<file path="config.mk">
export PLATFORM = sky130hd
export DESIGN_NAME = mmio_timer
export DESIGN_NICKNAME = d
export VERILOG_FILES = /design/src/rtl/mmio_timer_pkg.sv /design/src/rtl/mmio_prescaler.sv /design/src/rtl/mmio_timer.sv
export SDC_FILE = /design/constraint.sdc
export NUM_CORES = 1
export LEC_CHECK = 0
export ABC_CLOCK_PERIOD_IN_PS = 7900
export CAP_MARGIN = 20
export CORE_ASPECT_RATIO = 0.5
export CORE_MARGIN = 2
export CORE_UTILIZATION = 48
export DETAILED_ROUTE_END_ITERATION = 10
export GPL_TIMING_DRIVEN = 0
export HOLD_SLACK_MARGIN = 0.15
export PLACE_DENSITY_LB_ADDON = 0.15
export RECOVER_POWER = 100
export SETUP_SLACK_MARGIN = 0.05
export SLEW_MARGIN = 25
export SYNTH_ARGS = -nofsm -noshare
export SYNTH_HDL_FRONTEND = slang
export SYNTH_SLANG_ARGS = --single-unit
</file>
<file path="constraint.sdc">
create_clock -name clk -period 7.9 [get_ports clk]
set_clock_uncertainty 0.1 [all_clocks]
set_input_delay 1.185 -clock clk [delete_from_list [all_inputs] [get_ports clk]]
set_output_delay 1.185 -clock clk [all_outputs]
set_load 0.02 [all_outputs]
</file>
<file path="src/rtl/mmio_timer_pkg.sv">
// Shared constants and helpers for the memory-mapped down-counting timer.
// Word offsets, control bit positions and the byte-lane merge used on writes.
package mmio_timer_pkg;

  localparam int RegBus = 32;

  localparam logic [31:0] TIMER_BASE = 32'h1000_0000;

  localparam logic [2:0] OFF_CTRL     = 3'd0;
  localparam logic [2:0] OFF_LOAD     = 3'd1;
  localparam logic [2:0] OFF_COUNT    = 3'd2;
  localparam logic [2:0] OFF_STATUS   = 3'd3;
  localparam logic [2:0] OFF_PRESCALE = 3'd4;

  localparam int CTRL_EN    = 0;
  localparam int CTRL_AR    = 1;
  localparam int CTRL_IE    = 2;
  localparam int STATUS_EXP = 0;

  function automatic logic [RegBus-1:0] lane_merge(
    input logic [RegBus-1:0] old_v,
    input logic [RegBus-1:0] wdata,
    input logic [3:0]        be
  );
    logic [RegBus-1:0] r;
    r = old_v;
    for (int i = 0; i < 4; i++)
      if (be[i]) r[8*i +: 8] = wdata[8*i +: 8];
    return r;
  endfunction

endpackage

</file>
<file path="src/rtl/mmio_prescaler.sv">
// Prescaler: free-running count from 0 to PRESCALE while enabled,
// emitting a one-cycle tick on the wrap.
module mmio_prescaler #(
  parameter int W = 16
) (
  input  logic         clk,
  input  logic         rst,
  input  logic         en_i,
  input  logic         clr_i,
  input  logic [W-1:0] prescale_i,
  output logic         tick_o
);

  logic [W-1:0] pcnt_q, pcnt_d;

  // A COUNT write restarts the prescaler and swallows this cycle's tick.
  assign tick_o = en_i && !clr_i && (pcnt_q == prescale_i);

  always_comb begin
    pcnt_d = pcnt_q + W'(1);
    if (!en_i || clr_i || tick_o)
      pcnt_d = '0;
  end

  always_ff @(posedge clk) begin
    if (rst) pcnt_q <= '0;
    else     pcnt_q <= pcnt_d;
  end

endmodule

</file>
<file path="src/rtl/mmio_timer.sv">
// Memory-mapped down-counting timer with auto-reload, prescaler
// and a level interrupt (EXP & IE).
module mmio_timer
  import mmio_timer_pkg::*;
#(
  parameter logic [31:0] BASE_ADDR  = TIMER_BASE,
  parameter int          PRESCALE_W = 16
) (
  input  logic              clk,
  input  logic              rst,
  input  logic              ce,
  input  logic              we,
  input  logic [31:0]       addr,
  input  logic [3:0]        sel,
  input  logic [RegBus-1:0] data_i,
  output logic [RegBus-1:0] data_o,
  output logic              int_o
);

  logic [2:0]            ctrl_q, ctrl_d;
  logic [RegBus-1:0]     load_q, load_d;
  logic [RegBus-1:0]     count_q, count_d;
  logic                  exp_q, exp_d;
  logic [PRESCALE_W-1:0] pre_q, pre_d;

  logic              hit, wr, tick, expire;
  logic [2:0]        off;
  logic              wr_ctrl, wr_load, wr_count;
  logic              wr_status, wr_pre;
  logic [RegBus-1:0] wctrl, wload, wcount, wpre;
  logic [RegBus-1:0] rdata;
  logic              unused;

  assign hit = addr[31:5] == BASE_ADDR[31:5];
  assign off = addr[4:2];
  assign wr  = ce && we && hit;

  assign wr_ctrl   = wr && off == OFF_CTRL;
  assign wr_load   = wr && off == OFF_LOAD;
  assign wr_count  = wr && off == OFF_COUNT;
  assign wr_status = wr && off == OFF_STATUS;
  assign wr_pre    = wr && off == OFF_PRESCALE;

  assign wctrl  = lane_merge(RegBus'(ctrl_q), data_i, sel);
  assign wload  = lane_merge(load_q, data_i, sel);
  assign wcount = lane_merge(count_q, data_i, sel);
  assign wpre   = lane_merge(RegBus'(pre_q), data_i, sel);

  assign unused = ^{addr[1:0], wctrl, wpre};

  mmio_prescaler #(.W(PRESCALE_W)) u_pre (
    .clk        (clk),
    .rst        (rst),
    .en_i       (ctrl_q[CTRL_EN]),
    .clr_i      (wr_count),
    .prescale_i (pre_q),
    .tick_o     (tick)
  );

  assign expire = tick && count_q == '0;

  always_comb begin
    ctrl_d  = ctrl_q;
    load_d  = load_q;
    count_d = count_q;
    exp_d   = exp_q;
    pre_d   = pre_q;
    if (tick)
      count_d = (count_q != '0) ? count_q - 1'b1
              : (ctrl_q[CTRL_AR] ? load_q : '0);
    unique case (1'b1)
      wr_ctrl:   ctrl_d  = wctrl[2:0];
      wr_load:   load_d  = wload;
      wr_count:  count_d = wcount;
      wr_status: if (sel[0] && data_i[STATUS_EXP]) exp_d = 1'b0;
      wr_pre:    pre_d   = PRESCALE_W'(wpre);
      default: ;
    endcase
    // Expiry beats a same-edge W1C and a same-edge EN write.
    if (expire) begin
      exp_d = 1'b1;
      if (!ctrl_q[CTRL_AR]) ctrl_d[CTRL_EN] = 1'b0;
    end
  end

  always_ff @(posedge clk) begin
    if (rst) begin
      ctrl_q  <= '0;
      load_q  <= '0;
      count_q <= '0;
      exp_q   <= 1'b0;
      pre_q   <= '0;
    end else begin
      ctrl_q  <= ctrl_d;
      load_q  <= load_d;
      count_q <= count_d;
      exp_q   <= exp_d;
      pre_q   <= pre_d;
    end
  end

  always_comb begin
    rdata = '0;
    case (off)
      OFF_CTRL:     rdata = RegBus'(ctrl_q);
      OFF_LOAD:     rdata = load_q;
      OFF_COUNT:    rdata = count_q;
      OFF_STATUS:   rdata = RegBus'(exp_q);
      OFF_PRESCALE: rdata = RegBus'(pre_q);
      default:      rdata = '0;
    endcase
  end

  assign data_o = (ce && !we && hit && !rst) ? rdata : '0;
  assign int_o  = !rst && exp_q && ctrl_q[CTRL_IE];

endmodule

</file>
Word level (Yosys, flattened, before mapping)
Cells that the tools add are included.
{"block": "totals", "reg_bits": 100, "output_inout_bits": 33, "elab_cells": 84}
{"block": "classes", "n_addsub": 2, "eq_ne": 10, "n_mux": 17, "n_reduce_logical": 41}
{"op": "two-way mux 32 bit", "n": 5}
{"op": "one-hot mux 32 bit (5 select lines)", "n": 1}
{"op": "zero test 32 bit", "n": 1}
{"op": "two-way mux 8 bit", "n": 4}
{"op": "nonzero test 32 bit", "n": 1}
{"op": "subtractor 32 x 1 -> 32 bit, second input constant", "n": 1}
{"op": "equality test 27 x 24 -> 1 bit, second input constant", "n": 1}
{"op": "AND reduction 2 bit", "n": 12}
{"op": "adder 16 x 1 -> 16 bit, second input constant", "n": 1}
{"op": "equality test 16 bit", "n": 1}
{"op": "logical AND 1 bit", "n": 16}
{"op": "inequality test 2 bit, second input constant", "n": 4}
{"op": "two-way mux 1 bit", "n": 7}
{"op": "equality test 3 x 2 -> 1 bit, second input constant", "n": 2}
{"op": "nonzero test 2 bit", "n": 3}
{"op": "zero test 1 bit", "n": 4}
{"op": "equality test 3 x 1 -> 1 bit, second input constant", "n": 1}
{"op": "equality test 3 bit, second input constant", "n": 1}
{"op": "zero test 3 bit", "n": 1}
{"op": "logical OR 1 bit", "n": 2}
{"op": "OR reduction 2 bit", "n": 1}

Depth between registers and ports, before layout
{"block": "logic_depth", "depth_word": 9, "depth_mapped": 9, "ltp_nobuf": 8}

By module
A second synthesis with hierarchy kept.
{"block": "unflattened", "cells_unflattened": 751, "area_unflattened_um2": 6143.4}
{"module": "mmio_timer", "instances": 1, "cells_per_inst": 653, "area_each_um2": 5231.3, "seq_area_each_um2": 1681.6}
{"module": "mmio_prescaler", "instances": 1, "cells_per_inst": 98, "area_each_um2": 912.1, "seq_area_each_um2": 320.3}

Worst setup path before layout
No wires, ideal clock.
{"block": "synth_path", "kind": "input to output", "startpoint": "input port addr[3]", "endpoint": "output port data_o[21]", "arrival_time_ns": 2.912, "required_time_ns": 6.615, "setup_slack_ns": 3.703, "cell_stages": 8, "n_path_buf": 4, "path_cell_list": "clkbuf_1 -> nor2b_1 -> clkbuf_1 -> nor2b_1 -> clkbuf_1 -> clkbuf_1 -> a22oi_1 -> nor2_1"}
{"block": "synth_between", "elab_chain_cells": 3}
{"element": "from (decl)", "line_no": "mmio_timer.sv:13", "rtl": "input logic [31:0] addr,"}
{"element": "equality test 3 bit, or another cell as far along", "line_no": "mmio_timer.sv:104", "rtl": "case (off)"}
{"element": "one-hot mux 32 bit (5 select lines) *", "line_no": "mmio_timer.sv:104"}
{"element": "two-way mux 32 bit *", "line_no": "mmio_timer.sv:114", "rtl": "assign data_o = (ce && !we && hit && !rst) ? rdata : '0;"}
{"element": "to (decl)", "line_no": "mmio_timer.sv:16", "rtl": "output logic [RegBus-1:0] data_o,"}
Every way passes the cells marked *; elsewhere a longest branch is shown, timed or not.

Worst setup path in the final report
{"block": "layout_path", "startpoint": "input port addr[2]", "endpoint": "output port data_o[10]"}
The elaborated chain is that of the path after synthesis.

==> flow_summary.ini <==
[status]
status = completed

[setup_path]
cp_cell_sequence = dlygate4sd3_1 -> nor3b_1 -> clkbuf_1 -> clkbuf_1 -> a21oi_1 -> nor2_1 -> dlygate4sd3_1
slowest_delay_ps = 910
endpoint_kind = primary output
arrival_ps = 4740
critPathMaxFanout = 10
crit_type = in2out
r2r-start = count_q[2]$_SDFFE_PP0P_
crit_path_top_delay_cell = nor3b_1
r2r_setup_slack_ps = 4670
r2r_cells = 7
required_ps = 6610
worstSetupStartpointType = input pin
r2r_end = count_q[28]$_SDFFE_PP0P_

[floorplanning]
io_pins = 105
die_y_um = 83.5
die_x_um = 163
core_area_um2 = 12100
placementRows = 28
start_util_pct = 50.2
dieArea_um2 = 13600

[detailed_routing]
totalWireLength_um = 20800
wl_per_cell_um = 19.9
first_pass_iters = 6
ant_nets = 0
vias = 6389
initialDrtViolationCount = 733
drcViolationCount = 0
post_drt_via_cell_ratio = 6.11

[global_route]
grt_pass1_wl_um = 32800
grt_util_met1_pct = 44.7
grt_use_total_pct = 30.8
grt-busiest-layer = met2
first_global_vias = 5950
met3_usage_pct = 8.10
overflow = 0
grt_max_degree = 19
grtUsageMet2_pct = 45.4
antenna_found_initial = 1

[power]
intPower_uw = 790
p_comb_share_pct = 6.7
powerDensity_nw_per_um2 = 138
ir_drop_v = 0.0000975
seq_power_share_pct = 48.3
p_leak_nw = 2.95
power.total_mw = 1.04
switchingPower_uw = 253
p_sw_share_pct = 24.3
p_clk_share_pct = 45.0

[place]
dp_slack_ps = 2100
hpwl_um = 15400
gp_congestion = 0.955
port_buffers = 100
dpl-instance-area_um2 = 7290

[timing]
max_clock_freq_mhz = 166
max_slew_margin_pct = 7.81
drv_slew = 0
final_hold_viol_count = 0
post-route-period-util_pct = 76.2
fin_crit_ps = 6020
tns_ps = 0
worst_slack_ps = 1880
tightest_slew_ps = 1370
setup_viol = 0
rsz0062_at_grt = no

[yosys]
ys_ff_latch = 100
syn_inst = 764
netlist.area_leader.share_pct = 33.0
ys_warn_count = 0
async_flop_share_pct = 0
ys_seq_area_share_pct = 33.0
synth_edf_count = 0
syn_area_per_cell_um2 = 7.94
syn_nets = 839
synth_top_area_cell = dfxtp_1
synth_area_um2 = 6070
synth_top_flop_cell = dfxtp_1
ys_types = 67
synthTopCellsByArea = dfxtp_1, nor2_1, mux2i_1

[cts]
htreeDepth = 3
clock-root-buffer = clkbuf_16
clk_latency_ps = 360
post_cts_buffers = 0
holdBufCountCts = 0
cts_sinks = 100
cts-buffers-inserted = 9
cts_tree = yes
clockBufferDepth = 2
cts_resized = 0
clk_pin_slew_ps = 70

[min_path]
holdCritPathClass = reg2reg
worstHoldStart = exp_q$_SDFFE_PP0P_
hold_depth = 2
worstHoldEndpoint = exp_q$_SDFFE_PP0P_

[finish]
syn2layout_area_growth_pct = 24.7
final_cell_mix = nor2_1, dfxtp_1, clkdlybuf4s50_1, mux2i_1
stdcell_area_um2 = 7570
layout_commonest_cell = nor2_1
drive_gt1_share_pct = 4.55
fin_util_pct = 62.6
final_nets = 950

[flow_run]
max-cap-violations = 0
## kinds of logic (layout without fill, tap and decap cells)
group           Yosys count  after routing  synth area share, %
fa+ha+maj                 3              3                0.618
compound gates          156            156                 17.3
flops                   100            100                 33.0
simple gates            325            325                 26.6
buf+inv                  71            187                 5.73
mux                      55             55                 9.07
xor+xnor                 54             54                 7.79
other cells               0              1                    0
## power groups by stage
stage | sequential (mW) | clock [mW] | combinational, mW
CTS | 0.503 | 0.471 | 0.0686
global placement | 0.515 | 0 | 0.0678
detailed placement | 0.515 | 0 | 0.0684
floorplan | 0.515 | 0 | 0.0179
global route | 0.503 | 0.493 | 0.0729
finish | 0.503 | 0.470 | 0.0699
## metrics by stage
stage / cells / hold WS, ps
floorplan: 764 / 353
global placement: 1029 / 383
detailed placement: 1029 / 389
CTS: 1045 / 412
global route: 1045 / 438
finish: 1046 / 421
## state kept, by name, indices dropped and copies added (netlist names)
signal	cells
count_q	32
pre_q	16
exp_q	1
u_pre.pcnt_q	16
ctrl_q	3
load_q	32
## worst max path at each step
stage / startpoint / slack [ps] / to / depth (start not counted)
global placement: addr[2] / 2100 / data_o[7] / 7
CTS: addr[2] / 2100 / data_o[10] / 7
global route: addr[2] / 1720 / data_o[6] / 7
detailed placement: addr[2] / 2100 / data_o[10] / 7
floorplan: addr[3] / 3700 / data_o[21] / 8
finish: addr[2] / 1880 / data_o[10] / 7
## routing by layer
layer	vias up	share of wire [%]
li1	2984	-
met1	3052	47
met2	325	42
met3	28	10
met4	0	1.2
met5	-	0
## critical path, delay by kind of cell
family	cells	cell delay [ps]
buffers and inverters	4	2340
and+or+nand+nor	2	1050
AOI/OAI and AO/OA	1	150
## final cells by class
cell class | count | area, µm²
diodes | 1 | 2.50
plain buffers | 56 | 274
clock buffers | 9 | 225
clock inverters | 7 | 81.3
fillers | 1110 | 4520
inverters | 15 | 56.3
multi-input cells | 593 | 3720
flip-flops and latches | 100 | 2000
well taps | 165 | 206
repair buffers | 100 | 1000
## cells in the mapped netlist (4+ instances only)
cell and number:
nor2_1 148, dfxtp_1 100, mux2i_1 55, a21oi_1 45
nand2_1 45, clkbuf_1 37, xnor2_1 32, a22oi_1 30
nor3_1 24, xor2_1 22, nand3_1 20, o21ai_1 18
and3_1 15, inv_1 15, nor4_1 14, a311oi_1 12
buf_2 10, nand4_1 10, o21ai_0 10, and4_1 9
o31ai_1 6, or4_1 6, a211oi_1 5, a221oi_1 4
nor2b_1 4, nor4b_1 4, o41ai_1 4, or3_1 4
No activity file was read; power rests on OpenSTA's default activity.
